===== src/rtl/spi_slave_regs.sv =====
// SPI mode-0 slave register file, oversampled into axi_aclk (no SCLK clock domain).
// Optional frame counter at 0x7E/0x7F when SPI_FRAME_CNT_EN is defined.
module spi_slave_regs #(
  parameter int NREGS       = 16,
  parameter int SYNC_STAGES = 2
) (
  input  logic               axi_aclk,
  input  logic               axi_areset,
  input  logic               spi_sclk,
  input  logic               spi_cs_n,
  input  logic               spi_mosi,
  output logic               spi_miso,
  output logic               spi_miso_t,
  output logic [NREGS*8-1:0] reg_q,
  output logic               wr_stb,
  output logic [6:0]         wr_addr,
  output logic [7:0]         wr_data,
  output logic               err_stb
);

  localparam logic [1:0] IDLE = 2'd0;
  localparam logic [1:0] CMD  = 2'd1;
  localparam logic [1:0] DATA = 2'd2;
  localparam logic [1:0] DONE = 2'd3;

  logic [SYNC_STAGES-1:0] sclk_sync, cs_sync, mosi_sync, flush;
  logic       sclk_s, cs_s, mosi_s, sclk_d, cs_d, armed;
  logic       sclk_rise, sclk_fall, cs_rise, cs_fall;
  logic [1:0] state;
  logic [4:0] bit_cnt;
  logic [6:0] shift_sr;
  logic       rw;
  logic [6:0] addr;
  logic [6:0] cmd_addr;
  logic [7:0] data_byte;
  logic [7:0] tx_sr;
  logic [7:0] regs [NREGS];
`ifdef SPI_FRAME_CNT_EN
  logic [15:0] frame_cnt;
`endif

  assign sclk_s     = sclk_sync[SYNC_STAGES-1];
  assign cs_s       = cs_sync[SYNC_STAGES-1];
  assign mosi_s     = mosi_sync[SYNC_STAGES-1];
  assign spi_miso_t = cs_s;

  // cs_n falls only count once a genuine high level has been seen after reset,
  // so a frame already in progress at reset release is skipped entirely.
  assign sclk_rise = sclk_s & ~sclk_d;
  assign sclk_fall = ~sclk_s & sclk_d;
  assign cs_rise   = cs_s & ~cs_d;
  assign cs_fall   = armed & cs_d & ~cs_s;

  assign cmd_addr  = {shift_sr[5:0], mosi_s};
  assign data_byte = {shift_sr[6:0], mosi_s};

  function automatic logic in_range(input logic [6:0] a);
    return int'(a) < NREGS;
  endfunction

  function automatic logic [7:0] rd_byte(input logic [6:0] a);
    logic [7:0] r;
    r = 8'h00;
    for (int i = 0; i < NREGS; i++)
      if (a == 7'(i)) r = regs[i];
`ifdef SPI_FRAME_CNT_EN
    if (a == 7'h7E) r = frame_cnt[15:8];
    if (a == 7'h7F) r = frame_cnt[7:0];
`endif
    return r;
  endfunction

  always_ff @(posedge axi_aclk or posedge axi_areset) begin
    if (axi_areset) begin
      sclk_sync <= '0;
      cs_sync   <= '1;
      mosi_sync <= '0;
      flush     <= '0;
      sclk_d    <= 1'b0;
      cs_d      <= 1'b1;
      armed     <= 1'b0;
    end else begin
      sclk_sync <= {sclk_sync[SYNC_STAGES-2:0], spi_sclk};
      cs_sync   <= {cs_sync[SYNC_STAGES-2:0], spi_cs_n};
      mosi_sync <= {mosi_sync[SYNC_STAGES-2:0], spi_mosi};
      flush     <= {flush[SYNC_STAGES-2:0], 1'b1};
      sclk_d    <= sclk_s;
      cs_d      <= cs_s;
      if (flush[SYNC_STAGES-1] && cs_s) armed <= 1'b1;
    end
  end

  always_ff @(posedge axi_aclk or posedge axi_areset) begin
    if (axi_areset) begin
      state    <= IDLE;
      bit_cnt  <= 5'd0;
      shift_sr <= 7'd0;
      rw       <= 1'b0;
      addr     <= 7'd0;
      tx_sr    <= 8'h00;
      spi_miso <= 1'b0;
      wr_stb   <= 1'b0;
      wr_addr  <= 7'd0;
      wr_data  <= 8'h00;
      err_stb  <= 1'b0;
      for (int i = 0; i < NREGS; i++) regs[i] <= 8'h00;
`ifdef SPI_FRAME_CNT_EN
      frame_cnt <= 16'd0;
`endif
    end else begin
      wr_stb  <= 1'b0;
      err_stb <= 1'b0;
      case (state)
        IDLE: if (cs_fall) begin
          state    <= CMD;
          bit_cnt  <= 5'd0;
          spi_miso <= 1'b0;
        end
        CMD: if (cs_rise) begin
          state   <= IDLE;
          err_stb <= 1'b1;
        end else if (sclk_rise) begin
          shift_sr <= {shift_sr[5:0], mosi_s};
          bit_cnt  <= bit_cnt + 5'd1;
          if (bit_cnt == 5'd7) begin
            rw    <= shift_sr[6];
            addr  <= cmd_addr;
            tx_sr <= shift_sr[6] ? rd_byte(cmd_addr) : 8'h00;
            state <= DATA;
          end
        end
        DATA: if (cs_rise) begin
          state    <= IDLE;
          err_stb  <= 1'b1;
          spi_miso <= 1'b0;
        end else begin
          if (sclk_fall) begin
            spi_miso <= tx_sr[7];
            tx_sr    <= {tx_sr[6:0], 1'b0};
          end
          if (sclk_rise) begin
            shift_sr <= {shift_sr[5:0], mosi_s};
            bit_cnt  <= bit_cnt + 5'd1;
            if (bit_cnt == 5'd15) begin
              state <= DONE;
`ifdef SPI_FRAME_CNT_EN
              frame_cnt <= frame_cnt + 16'd1;
`endif
              if (!rw) begin
                if (in_range(addr)) begin
                  for (int i = 0; i < NREGS; i++)
                    if (addr == 7'(i)) regs[i] <= data_byte;
                  wr_stb  <= 1'b1;
                  wr_addr <= addr;
                  wr_data <= data_byte;
                end else begin
`ifdef SPI_FRAME_CNT_EN
                  if (addr < 7'h7E) err_stb <= 1'b1;
`else
                  err_stb <= 1'b1;
`endif
                end
              end
            end
          end
        end
        DONE: if (cs_rise) begin
          state    <= IDLE;
          spi_miso <= 1'b0;
        end
        default: state <= IDLE;
      endcase
    end
  end

  for (genvar g = 0; g < NREGS; g++) begin : g_reg_q
    assign reg_q[8*g +: 8] = regs[g];
  end

endmodule


===== config.mk =====
export PLATFORM = sky130hd
export DESIGN_NAME = spi_slave_regs
export DESIGN_NICKNAME = d
export VERILOG_FILES = /design/src/rtl/spi_slave_regs.sv
export SDC_FILE = /design/constraint.sdc
export NUM_CORES = 1
export LEC_CHECK = 0
export CORE_MARGIN = 2
export CORE_UTILIZATION = 57
export CTS_CLUSTER_SIZE = 30
export DETAILED_ROUTE_END_ITERATION = 7
export PLACE_DENSITY = 0.95
export REMOVE_ABC_BUFFERS = 1
export SYNTH_ARGS = -nofsm -noshare
export SYNTH_HDL_FRONTEND = slang
export SYNTH_SLANG_ARGS = --single-unit
export TNS_END_PERCENT = 30

===== constraint.sdc =====
create_clock -name axi_aclk -period 13.55 [get_ports axi_aclk]
set_input_delay 2.71 -clock axi_aclk [delete_from_list [all_inputs] [get_ports axi_aclk]]
set_output_delay 2.71 -clock axi_aclk [all_outputs]
set_load 0.05 [all_outputs]

Word-level counts from Yosys, hierarchy flattened
Cells that the tools add are included.

operators by class
  reductions and logical operators = 31
  bitwise logic cells = 11
  multipliers = 0
  div/mod/pow operators = 0
  equal/unequal tests = 49
  multiplexer cells = 54
  shifts and indexed selects = 0
  magnitude comparators = 1
  $add $sub $neg = 1

operator list
  cell                                                                  number
  8-bit two-way mux                                                     22
  7-bit by 4-bit == test with 1-bit output, second input constant       16
  7-bit AND reduction                                                   16
  7-bit by 3-bit == test with 1-bit output, second input constant       8
  7-bit by 2-bit == test with 1-bit output, second input constant       4
  6-bit AND reduction                                                   3
  1-bit two-way mux                                                     16
  2-bit two-way mux                                                     8
  2-bit inequality test, second input constant                          8
  8-bit one-hot mux with 2 select lines                                 1
  5-bit two-way mux                                                     3
  3-bit inequality test, second input constant                          5
  7-bit by 1-bit == test with 1-bit output, second input constant       2
  7-bit zero test                                                       2
  4-bit AND reduction                                                   3
  5-bit one-hot mux with 2 select lines                                 1
  2-bit one-hot mux with 4 select lines                                 1
  7-bit by 5-bit < comparator with 1-bit output, second input constant  1
  1-bit inverter                                                        6
  5-bit by 1-bit adder with 5-bit output, second input constant         1
  1-bit bitwise AND                                                     5
  5-bit by 3-bit == test with 1-bit output, second input constant       1
  5-bit by 4-bit == test with 1-bit output, second input constant       1
  2-bit == test, second input constant                                  2
  10 further kinds                                                      11

word-level totals
  logic and storage cells = 181
  input port bits = 5
  register bits after elaboration = 187
  bits in read-only memories = 0
  latch bits = 0
  bits in writable memories = 0
  memories = 0

Longest topological paths before layout
  depth in word-level cells = 22
  depth in mapped cells = 10

Worst setup path after synthesis
OpenSTA, ideal clock, no wires.

  path type = register -> output
  start = register cs_sync[1]
  end = output port spi_miso_t
  arrival = 696 ps
  path slack = 10144 ps
  path buffers = 0
  cell stages (with the launch flop) = 1
  cells stage by stage = dfstp_2

RTL lines
  what                      line  RTL
  start: declaration        26    logic [SYNC_STAGES-1:0] sclk_sync, cs_sync, mosi_sync, flush;
  start signal: assignment  84    cs_sync <= {cs_sync[SYNC_STAGES-2:0], spi_cs_n};
  end: declaration          13    output logic spi_miso_t,

No word-level cell between the ends.

Worst setup path after layout
  start = register cs_sync[1]
  end = output port spi_miso_t

No word-level cell between the ends.

==> reports/metrics.yaml <==
hold_path:
  hp-class: "reg -> reg"
  hold_depth: 0
  hp-start: "flush[0]$_DFF_PP0_"
  worst_hold_path.endpoint: "flush[1]$_DFF_PP0_"
clock_tree:
  clk_path_buf_depth: 2
  h-tree-depth: 4
  ctsHoldBuffers: 0
  cts-buffers-inserted: 17
  clockRootBuffer: "clkbuf_16"
  cts-resized-gates: 0
  path_clk_slew_ps: 60
  tritoncts: "built"
  cts_sinks: 187
  clk_latency_ps: 440
  cts_setup_buffers: 0
timing:
  slew_violations: 0
  setup_viol: 0
  period_share_pct: 33.4
  finalSetupTns_ps: 0
  grt_setup_unrepaired: "no"
  timing.slew.headroom_pct: 30.1
  worst_clock_skew_ps: 9.67
  fmax_mhz: 221
  tightest_slew_ps: 1050
  period_minus_slack_ps: 4530
  timing.final.hold_violations: 0
place:
  post-dp-hpwl_mm: 15.3
  portBuffers: 151
  place_congestion: 0.883
  place_inst: 987
  placed_area_um2: 10400
power:
  power.density_nw_per_um2: 131
  finalPower_mw: 1.43
  leakagePower_nw: 4.96
  peakVddDrop_v: 0.0000982
flow_run:
  cap_violations: 0
yosys:
  syn_area_per_cell_um2: 12.6
  synth-edff-count: 0
  ys_async_sr_fraction_pct: 100
  ys_seq_area_share_pct: 53.3
  synth.area.top_cells: "dfrtp_1 (52%), mux2_2 (20%), clkbuf_1 (1.9%)"
  ys_ff_latch: 187
  yosys_warnings: 0
  netlist_area_um2: 8780
  synth_top_area_cell: "dfrtp_1"
  synth_top_area_share_pct: 52.4
  synth_ff_type: "dfrtp_1"
  ys_types: 68
  syn_inst: 697
worst_setup_path:
  endpoint_kind: "output pin"
  start_kind: "flip-flop"
  cpPeakStageDelay_ps: 810
  cp_top_family: "buffers and inverters"
  reg2reg_depth: 7
  crit_chain: "clkdlybuf4s50_1"
  r2r_setup_slack_ps: 9890
  crit_arrival_ps: 1820
  cp.buffers_inverters: 1
  worst_path_max_delay_cell: "clkdlybuf4s50_1"
  crit_type: "reg -> out"
  r2r_end: "reg_q[31]$_DFFE_PP0P_"
  crit_fanout: 7
  regToRegStartpoint: "state[0]$_DFFE_PP0P_"
  required_ps: 10840
grt:
  grt-ovfl-total: 0
  grt_usage_pct: 29.5
  grt_pass1_wl_mm: 36.8
  grt_max_degree: 104
  grt_pass1_vias: 6577
  antenna_found_initial: 0
die:
  rows: 45
  fp.dieArea_um2: 16400
  num_io_pins: 152
  core_um2: 15100
  initial_core_util_pct: 58.0
  chipHeight_um: 128
  die_w_um: 128
routing:
  wl_per_cell_um: 23.1
  first_pass_iters: 5
  vias_per_cell: 6.47
  num_vias: 6598
  ant_nets: 0
  wl_mm: 23.6
  route.detailed.drc: 0
  drt_iter0_markers: 753
final_layout:
  finalNonFillerCells: 1019
  stdcell_area_um2: 10900
  syn_to_final_growth_pct: 24.3
  layout-drive-gt1-share_pct: 28.0
  final_cell_mix: "dfrtp_1 (181), mux2_2 (156), clkdlybuf4s50_1 (151)"
  post-route-util_pct: 72.1
  layout_commonest_cell: "dfrtp_1"
  fillCellCount: 955
  num_antenna_cells: 0
  fin_nets: 830
run_status:
  status: "complete, no violations"
## cell usage after synthesis (9+ instances only)
cell type and n:
a21oi_1 16, a221oi_1 9, clkbuf_1 44, dfrtp_1 184
inv_1 10, mux2_2 156, mux2i_1 13, nand2_1 31
nand2b_1 11, nor2_1 20, nor2_2 9, nor2b_1 14
o21ai_0 18
## worst max-delay path by stage
stage                     slack [ps]               endpoint                 start  cells after the start
after floorplan                 5760    addr[0]$_DFFE_PP0P_            axi_areset                      1
after global placement          8560  reg_q[14]$_DFFE_PP0P_            axi_areset                      3
after detailed placement        8530  reg_q[14]$_DFFE_PP0P_            axi_areset                      3
after CTS                       8980   reg_q[4]$_DFFE_PP0P_            axi_areset                      3
after global routing            8710  reg_q[16]$_DFFE_PP0P_            axi_areset                      3
final                           9020             spi_miso_t  cs_sync[1]$_DFF_PP1_                      1
## per-stage QoR
| step | worst slack, ps | hold WS (ps) |
|---|---|---|
| finish | 9020 | 348 |
| global route | 8710 | 356 |
| CTS | 8980 | 350 |
| detailed placement | 8530 | 336 |
| global placement | 8560 | 332 |
| floorplan | 5760 | 331 |
## routing by layer
layer,up-vias,wire [um],GRT usage [%]
li1,2817,-,-
met1,3329,9260,38.4
met2,392,11400,47.0
met3,60,2210,9.39
met4,0,715,10.7
met5,-,0,0
## area by class of cell
type                    instances  area [um2]  area share (%)
clock buffers                  18         429            3.93
clock inverters                14         124            1.13
inverters                      11        46.3           0.424
multi-input cells             443        3830            35.1
flip-flops and latches        187        4690            42.9
well taps                     188         235            2.15
repair buffers                158        1560            14.3
## report_power, final
part	internal, mW	switching [mW]	leakage (nW)
sequential	0.579	0.0353	2.56
combinational	0.111	0.229	2.13
clock	0.253	0.219	0.262
## registers in the layout (all words and copies together), names as in the netlist
name and flops:
addr 7, armed 1, bit_cnt 5, cs_d 1
cs_sync 2, err_stb 1, flush 2, mosi_sync 2
reg_q 128, rw 1, sclk_d 1, sclk_sync 2
shift_sr 7, spi_miso 1, state 2, tx_sr 8
wr_addr 7, wr_data 8, wr_stb 1
## logic make-up (layout without fill, tap and decap cells)
family	after synthesis	count (layout)	synth area share (%)
DFF	187	187	53.3
muxes	183	183	24.4
AOI/OAI and AO/OA	115	115	9.39
xor gates and xnor gates	1	1	0.0997
adders and majority gates	7	7	0.997
and+or+nand+nor	136	136	8.72
other	1	1	0.0427
buffers and inverters	67	201	3.05
(Power assumes the default switching activity.)
